<file path="src/rtl/id_ex_pipe_stage.sv">
// ID->EX pipeline stage: registered decode bundle with valid/ready handshake, optional
// 2-entry skid buffer, flush-to-bubble and a saturating back-pressure counter.
module id_ex_pipe_stage #(
  parameter int unsigned              PAYLOAD_W   = 69,
  parameter int unsigned              SKID        = 1,
  parameter logic [PAYLOAD_W-1:0]     NOP_PAYLOAD = '0,
  parameter int unsigned              CNT_W       = 16
) (
  input  logic                 clk,
  input  logic                 rst,
  input  logic                 in_valid,
  output logic                 in_ready,
  input  logic [PAYLOAD_W-1:0] in_data,
  output logic                 out_valid,
  input  logic                 out_ready,
  output logic [PAYLOAD_W-1:0] out_data,
  input  logic                 flush,
  output logic [CNT_W-1:0]     stall_cnt
);

  typedef enum logic [1:0] {StEmpty, StOne, StFull} state_e;

  state_e               state_q;
  logic [PAYLOAD_W-1:0] main_q;
  logic [PAYLOAD_W-1:0] skid_q;
  logic                 out_valid_q;
  logic                 in_ready_q;
  logic                 in_xfer;
  logic                 out_xfer;

  // Without the skid entry, acceptance depends combinationally on the consumer.
  assign in_ready  = (SKID != 0) ? in_ready_q : (~out_valid_q | out_ready);
  assign in_xfer   = in_valid & in_ready;
  assign out_xfer  = out_valid_q & out_ready;
  assign out_valid = out_valid_q;
  assign out_data  = main_q;

  always_ff @(posedge clk or posedge rst) begin
    if (rst) begin
      state_q     <= StEmpty;
      out_valid_q <= 1'b0;
      in_ready_q  <= 1'b1;
      main_q      <= NOP_PAYLOAD;
      skid_q      <= NOP_PAYLOAD;
      stall_cnt   <= '0;
    end else begin
      if (out_valid_q && !out_ready && !flush && (stall_cnt != {CNT_W{1'b1}})) begin
        stall_cnt <= stall_cnt + 1'b1;
      end

      if (flush) begin
        // Any same-cycle input is consumed and dropped; an output transfer still completes.
        state_q     <= StEmpty;
        out_valid_q <= 1'b0;
        in_ready_q  <= 1'b1;
        main_q      <= NOP_PAYLOAD;
        skid_q      <= NOP_PAYLOAD;
      end else begin
        unique case (state_q)
          StEmpty: begin
            if (in_xfer) begin
              state_q     <= StOne;
              out_valid_q <= 1'b1;
              main_q      <= in_data;
            end
          end
          StOne: begin
            if (in_xfer && out_xfer) begin
              main_q <= in_data;
            end else if (in_xfer) begin
              // Only reachable with SKID != 0; combinational in_ready blocks it otherwise.
              state_q    <= StFull;
              skid_q     <= in_data;
              in_ready_q <= 1'b0;
            end else if (out_xfer) begin
              state_q     <= StEmpty;
              out_valid_q <= 1'b0;
            end
          end
          StFull: begin
            if (out_xfer) begin
              state_q    <= StOne;
              main_q     <= skid_q;
              in_ready_q <= 1'b1;
            end
          end
          default: begin
            state_q     <= StEmpty;
            out_valid_q <= 1'b0;
            in_ready_q  <= 1'b1;
          end
        endcase
      end
    end
  end

endmodule

</file>
<file path="config.mk">
export PLATFORM = sky130hd
export DESIGN_NAME = id_ex_pipe_stage
export DESIGN_NICKNAME = d
export VERILOG_FILES = /design/src/rtl/id_ex_pipe_stage.sv
export SDC_FILE = /design/constraint.sdc
export NUM_CORES = 1
export LEC_CHECK = 0
export BUFFER_PORTS_ARGS = -buffer_cell sky130_fd_sc_hd__buf_2
export CAP_MARGIN = 15
export CORE_UTILIZATION = 25
export DETAILED_ROUTE_END_ITERATION = 12
export HOLD_SLACK_MARGIN = 0.03
export SLEW_MARGIN = 5
export SYNTH_ARGS = -nofsm -noshare
export SYNTH_HDL_FRONTEND = slang
export SYNTH_SLANG_ARGS = --single-unit
</file>
<file path="constraint.sdc">
create_clock -name clk -period 5.64 [get_ports clk]
set_input_delay 0.282 -clock clk [delete_from_list [all_inputs] [get_ports clk]]
set_output_delay 0.282 -clock clk [all_outputs]
set_load 0.01 [all_outputs]
</file>
# --- Word-level counts from Yosys, hierarchy flattened ---
# Cells that the tools add are included.
totals:
  wordCells: 64
  ff_bits: 158
  inputBits: 74
classes:
  bitwise: 2
  muxes: 26
  reduce_logical: 15
  add_sub_neg: 1
  n_eq_ne: 14
ops:
  columns: ["cell", "count"]
  rows:
  - ["$mux W69", 7]
  - ["$pmux W69 S3", 1]
  - ["$ne A3 B3 Y1 const B", 7]
  - ["$add A16 B1 Y16 const B", 1]
  - ["$ne A16 B16 Y1 const B", 1]
  - ["$mux W2", 6]
  - ["$reduce_and A4 Y1", 3]
  - ["$mux W1", 9]
  - ["$ne A2 B2 Y1 const B", 3]
  - ["$pmux W1 S3", 2]
  - ["$pmux W2 S3", 1]
  - ["$reduce_and A5 Y1", 1]
  - ["$logic_and A1 B1 Y1", 4]
  - ["$ne A4 B4 Y1 const B", 1]
  - ["$reduce_bool A2 Y1", 2]
  - ["$reduce_bool A4 Y1", 1]
  - ["$reduce_and A3 Y1", 1]
  - ["$and A1 B1 Y1", 2]
  - ["$eq A2 B1 Y1 const B", 1]
  - ["$eq A2 B2 Y1 const B", 1]
  - ["$logic_not A1 Y1", 2]
  - ["$logic_not A2 Y1", 1]

# --- Depth between registers and ports, before layout ---
logic_depth:
  ltp_word: 6
  mapped_depth: 9
  depth_no_buf: 6

# --- Worst setup path before layout ---
# No wires, ideal clock.
synth_path:
  path_kind: "register to register"
  start: "register state_q[0]"
  end: "register main_q[0], in the netlist out_data[0]"
  synth_period_minus_slack_ns: 1.992
  t_arrival_ns: 1.898
  path_slack_ns: 3.648
  path_buffers: 3
  path_stages_with_launch: 10
  path_cell_list: "dfrtp_1 inv_1 ha_1 clkbuf_1 a21boi_1 a2111oi_2 buf_4 buf_4 nor2_1 a211oi_1"
synth_via:
  elab_chain_cells: 3
synth_rtl:
  columns: ["item", "line_no", "rtl"]
  rows:
  - ["start, declared", "23", "state_e state_q;"]
  - ["start signal, assigned", "40", "state_q <= StEmpty;"]
  - ["start signal, assigned", "53", "state_q <= StEmpty;"]
  - ["start signal, assigned", "62", "state_q <= StOne;"]
  - ["$eq A2 B1 Y1 (tied with other cells)", "59", "unique case (state_q)"]
  - ["$ne A3 B3 Y1 (no source line) (tied with other cells)", null, null]
  - ["$reduce_and A4 Y1 (no source line) / $mux W69 (equally long branches)", null, null]
  - ["end signal, assigned", "64", "main_q <= in_data;"]
  - ["end signal, assigned", "69", "main_q <= in_data;"]
  - ["end signal, assigned", "83", "main_q <= skid_q;"]
  - ["end, declared", "24", "logic [PAYLOAD_W-1:0] main_q;"]
# Several ways; a longest one is shown, not always the timed one.
# A chain may end at the register's enable or synchronous reset.

# --- Worst setup path in the final report ---
layout_path:
  start: "register state_q[1]"
  end: "register skid_q[13]"
layout_via:
  elab_chain_cells: 3
layout_rtl:
  columns: ["item", "line_no", "rtl"]
  rows:
  - ["$eq A2 B1 Y1", "59", null]
  - ["$reduce_bool A2 Y1 (no source line)", null, null]
  - ["$reduce_and A3 Y1 (no source line)", null, null]
  - ["end signal, assigned", "73", "skid_q <= in_data;"]
  - ["end, declared", "25", "logic [PAYLOAD_W-1:0] skid_q;"]
# Every way passes these cells.

==> results.json <==
{
  "slowest_delay_ps": 520,
  "rsz0062_at_grt": "no",
  "arrival_ps": 2820,
  "antenna_found_initial": 1,
  "synthesis.nets": 799,
  "clkTransAtPathRegs_ps": 60,
  "vias_per_cell": 4.51,
  "syn_area_sq_um": 7170,
  "setup_viol": 0,
  "cts_buffers": 17,
  "synth-edff-count": 0,
  "dpl.hpwl_microns": 11400,
  "nNetsFinal": 931,
  "stdcell_count": 1240,
  "area_growth_pct": 23.2,
  "synth.distinct_cells": 37,
  "ir_worst_vdd_mv": 0.295,
  "layout_common_cells": "buf_2 (159), dfrtp_1 (157), nand2_1 (142)",
  "r2r-end": "skid_q[13]",
  "start_util_pct": 25.6,
  "overflow": 0,
  "finClkSkew_ps": 7.83,
  "final_common_cell": "buf_2",
  "drc_errors": 0,
  "critPathKind": "reg -> reg",
  "finalCritPeriodShare_pct": 44.3,
  "fmax_mhz": 400,
  "ys_warn_count": 0,
  "drt_pre_antenna_iters": 4,
  "powerDensity_nw_per_um2": 466,
  "final.min_clock_period_ps": 2500,
  "synthCells": 720,
  "finalInstanceArea_sq_um": 8830,
  "slew-limit-headroom_pct": 34.2,
  "required_ps": 5970,
  "die_area_sq_um": 29400,
  "status": "finished clean",
  "layout-drive-gt1-share_pct": 23.8,
  "postCtsSetupBuffers": 0,
  "leakage_nw": 3.89,
  "place.gp.congestion": 0.764,
  "core-area_sq_um": 28000,
  "root_buffer": "clkbuf_16",
  "r2r_start": "state_q[1]",
  "grt_usage_pct": 12.3,
  "grt_start_max_net_pins": 107,
  "cp_max_fo": 30,
  "end_kind": "flip-flop",
  "rr_worst_depth": 8,
  "tightest_slew_ps": 987,
  "drt_iter0_markers": 348,
  "cts.sinks": 158,
  "clk_latency_ps": 410,
  "cp-start-kind": "flip-flop",
  "place_area_sq_um": 8300,
  "portBuffers": 160,
  "cap_violations": 0,
  "path_cells": "inv_1 > ha_1 > nand3_1 > a21oi_4 > buf_16 > buf_4 > nand2_1 > a21oi_1",
  "slew_violations": 0,
  "synthArstFlopShare_pct": 100,
  "syn_area_per_cell_sq_um": 9.96,
  "synthFlopType": "dfrtp_1",
  "hold_slack_ps": 85.2,
  "drt-wirelength-per-cell_microns": 14.4,
  "ant_nets": 0,
  "ctsLongestPathBuffers": 2,
  "h-tree-depth": 4,
  "rows": 61,
  "via_count": 5596,
  "cts_tree": "yes",
  "grt_pass1_wl_microns": 28200,
  "hp-class": "in -> async",
  "place_inst": 1210,
  "wirelength_microns": 17900,
  "boundaryPins": 161,
  "yosysSeqAreaShare_pct": 55.2,
  "synth_seq_cells": 158,
  "ctsHoldBuffers": 0,
  "fin_setup_tns_ps": 0,
  "r2r_slack_ps": 3140,
  "cts_resized": 0,
  "cp_slowest_cell": "a21oi_4",
  "chipWidth_microns": 171,
  "fp.dieH_microns": 171,
  "hold_viol": 0,
  "grt_pass1_vias": 5152
}
-- cell type report --
cell class / instances / area [sq um]
fill: 2955 / 19200
antenna: 1 / 2.50
clock inverter: 6 / 41.3
inverter: 5 / 23.8
tap: 378 / 473
multi-input combinational: 502 / 2990
sequential: 158 / 3960
timing repair buffer: 168 / 883
clock buffer: 22 / 464
-- worst max path at each step --
stage,to,cells past startpoint,slack [ps],start
finish,skid_q[13],8,3140,state_q[1]
global route,out_data[67],7,2900,state_q[0]
floorplan,out_data[0],1,1100,rst
detailed placement,skid_q[14],7,2780,state_q[1]
global placement,skid_q[57],7,2900,state_q[1]
CTS,skid_q[13],7,2770,state_q[1]
-- sequential cells by signal, indices dropped and copies added, names as in the netlist --
name	flops
in_ready	1
skid_q	69
state_q	2
out_data	69
stall_cnt	16
out_valid	1
-- kinds of logic (layout without fill, tap and decap cells) --
logic type                 Yosys count  after routing  share of synthesized area (%)
other                                0              1                              0
buffers and inverters               60            201                           3.68
AOI/OAI and AO/OA                  152            152                           13.5
adders and majority gates            5              5                          0.873
DFF                                158            158                           55.2
xor gates and xnor gates            11             11                           1.34
and+or+nand+nor                    259            259                           14.9
muxes                               75             75                           10.6
-- routing by layer --
metal | vias up | part of all wire, % | global-route usage [%]
li1 | 2762 | - | -
met1 | 2701 | 48 | 16.9
met4 | 0 | 0.85 | 3.61
met3 | 5 | 4.4 | 2.67
met5 | - | 0 | 0
met2 | 128 | 46 | 19.2
-- cell usage after synthesis, types with 2 or more instances --
cell      count  area share (%)
nor3_1        5            0.35
nor3_2        2            0.28
mux2_2        4            0.63
nand4_1       7            0.61
mux2i_1      69             9.6
buf_1         2            0.10
ha_1          5            0.87
and3_1        4            0.35
clkbuf_1     36             1.9
nand2b_1      2            0.17
inv_1         5            0.26
nand3_1      11            0.77
a31oi_1       2            0.17
xnor2_1       6            0.73
a21oi_1      71             5.0
mux2_1        2            0.31
xor2_1        5            0.61
buf_2        10            0.70
o21ai_0       2            0.14
nor2_1       79             4.1
a211oi_1     70             7.3
and4_1        2            0.24
nand2_1     142             7.4
nor3b_1       2            0.21
dfrtp_1     157              55
buf_4         7            0.73
-- worst max-delay path: cells and delay by family (launching register included) --
kind | cells | cell delay, ps
AND/OR/NAND/NOR | 2 | 310
buffers and inverters | 3 | 690
flip-flops | 1 | 420
adder cells (fa/ha/maj) | 1 | 310
AO/OA/AOI/OAI | 2 | 660
-- metrics by stage --
| step | total power (W) | worst slack (ps) | util, % |
|---|---|---|---|
| floorplan | 0.00265 | 1100 | - |
| global placement | 0.00309 | 2900 | 29.6 |
| detailed placement | 0.00312 | 2780 | 29.6 |
| CTS | 0.00418 | 2770 | 31.4 |
| global route | 0.00443 | 2900 | 31.5 |
| finish | 0.00411 | 3140 | 31.5 |
-- report_power, final --
part	switching (W)	internal (W)
Sequential	0.000184	0.00144
Combinational	0.000903	0.000552
Clock	0.000456	0.000576
Note: power is estimated with default switching activity, not from simulation.
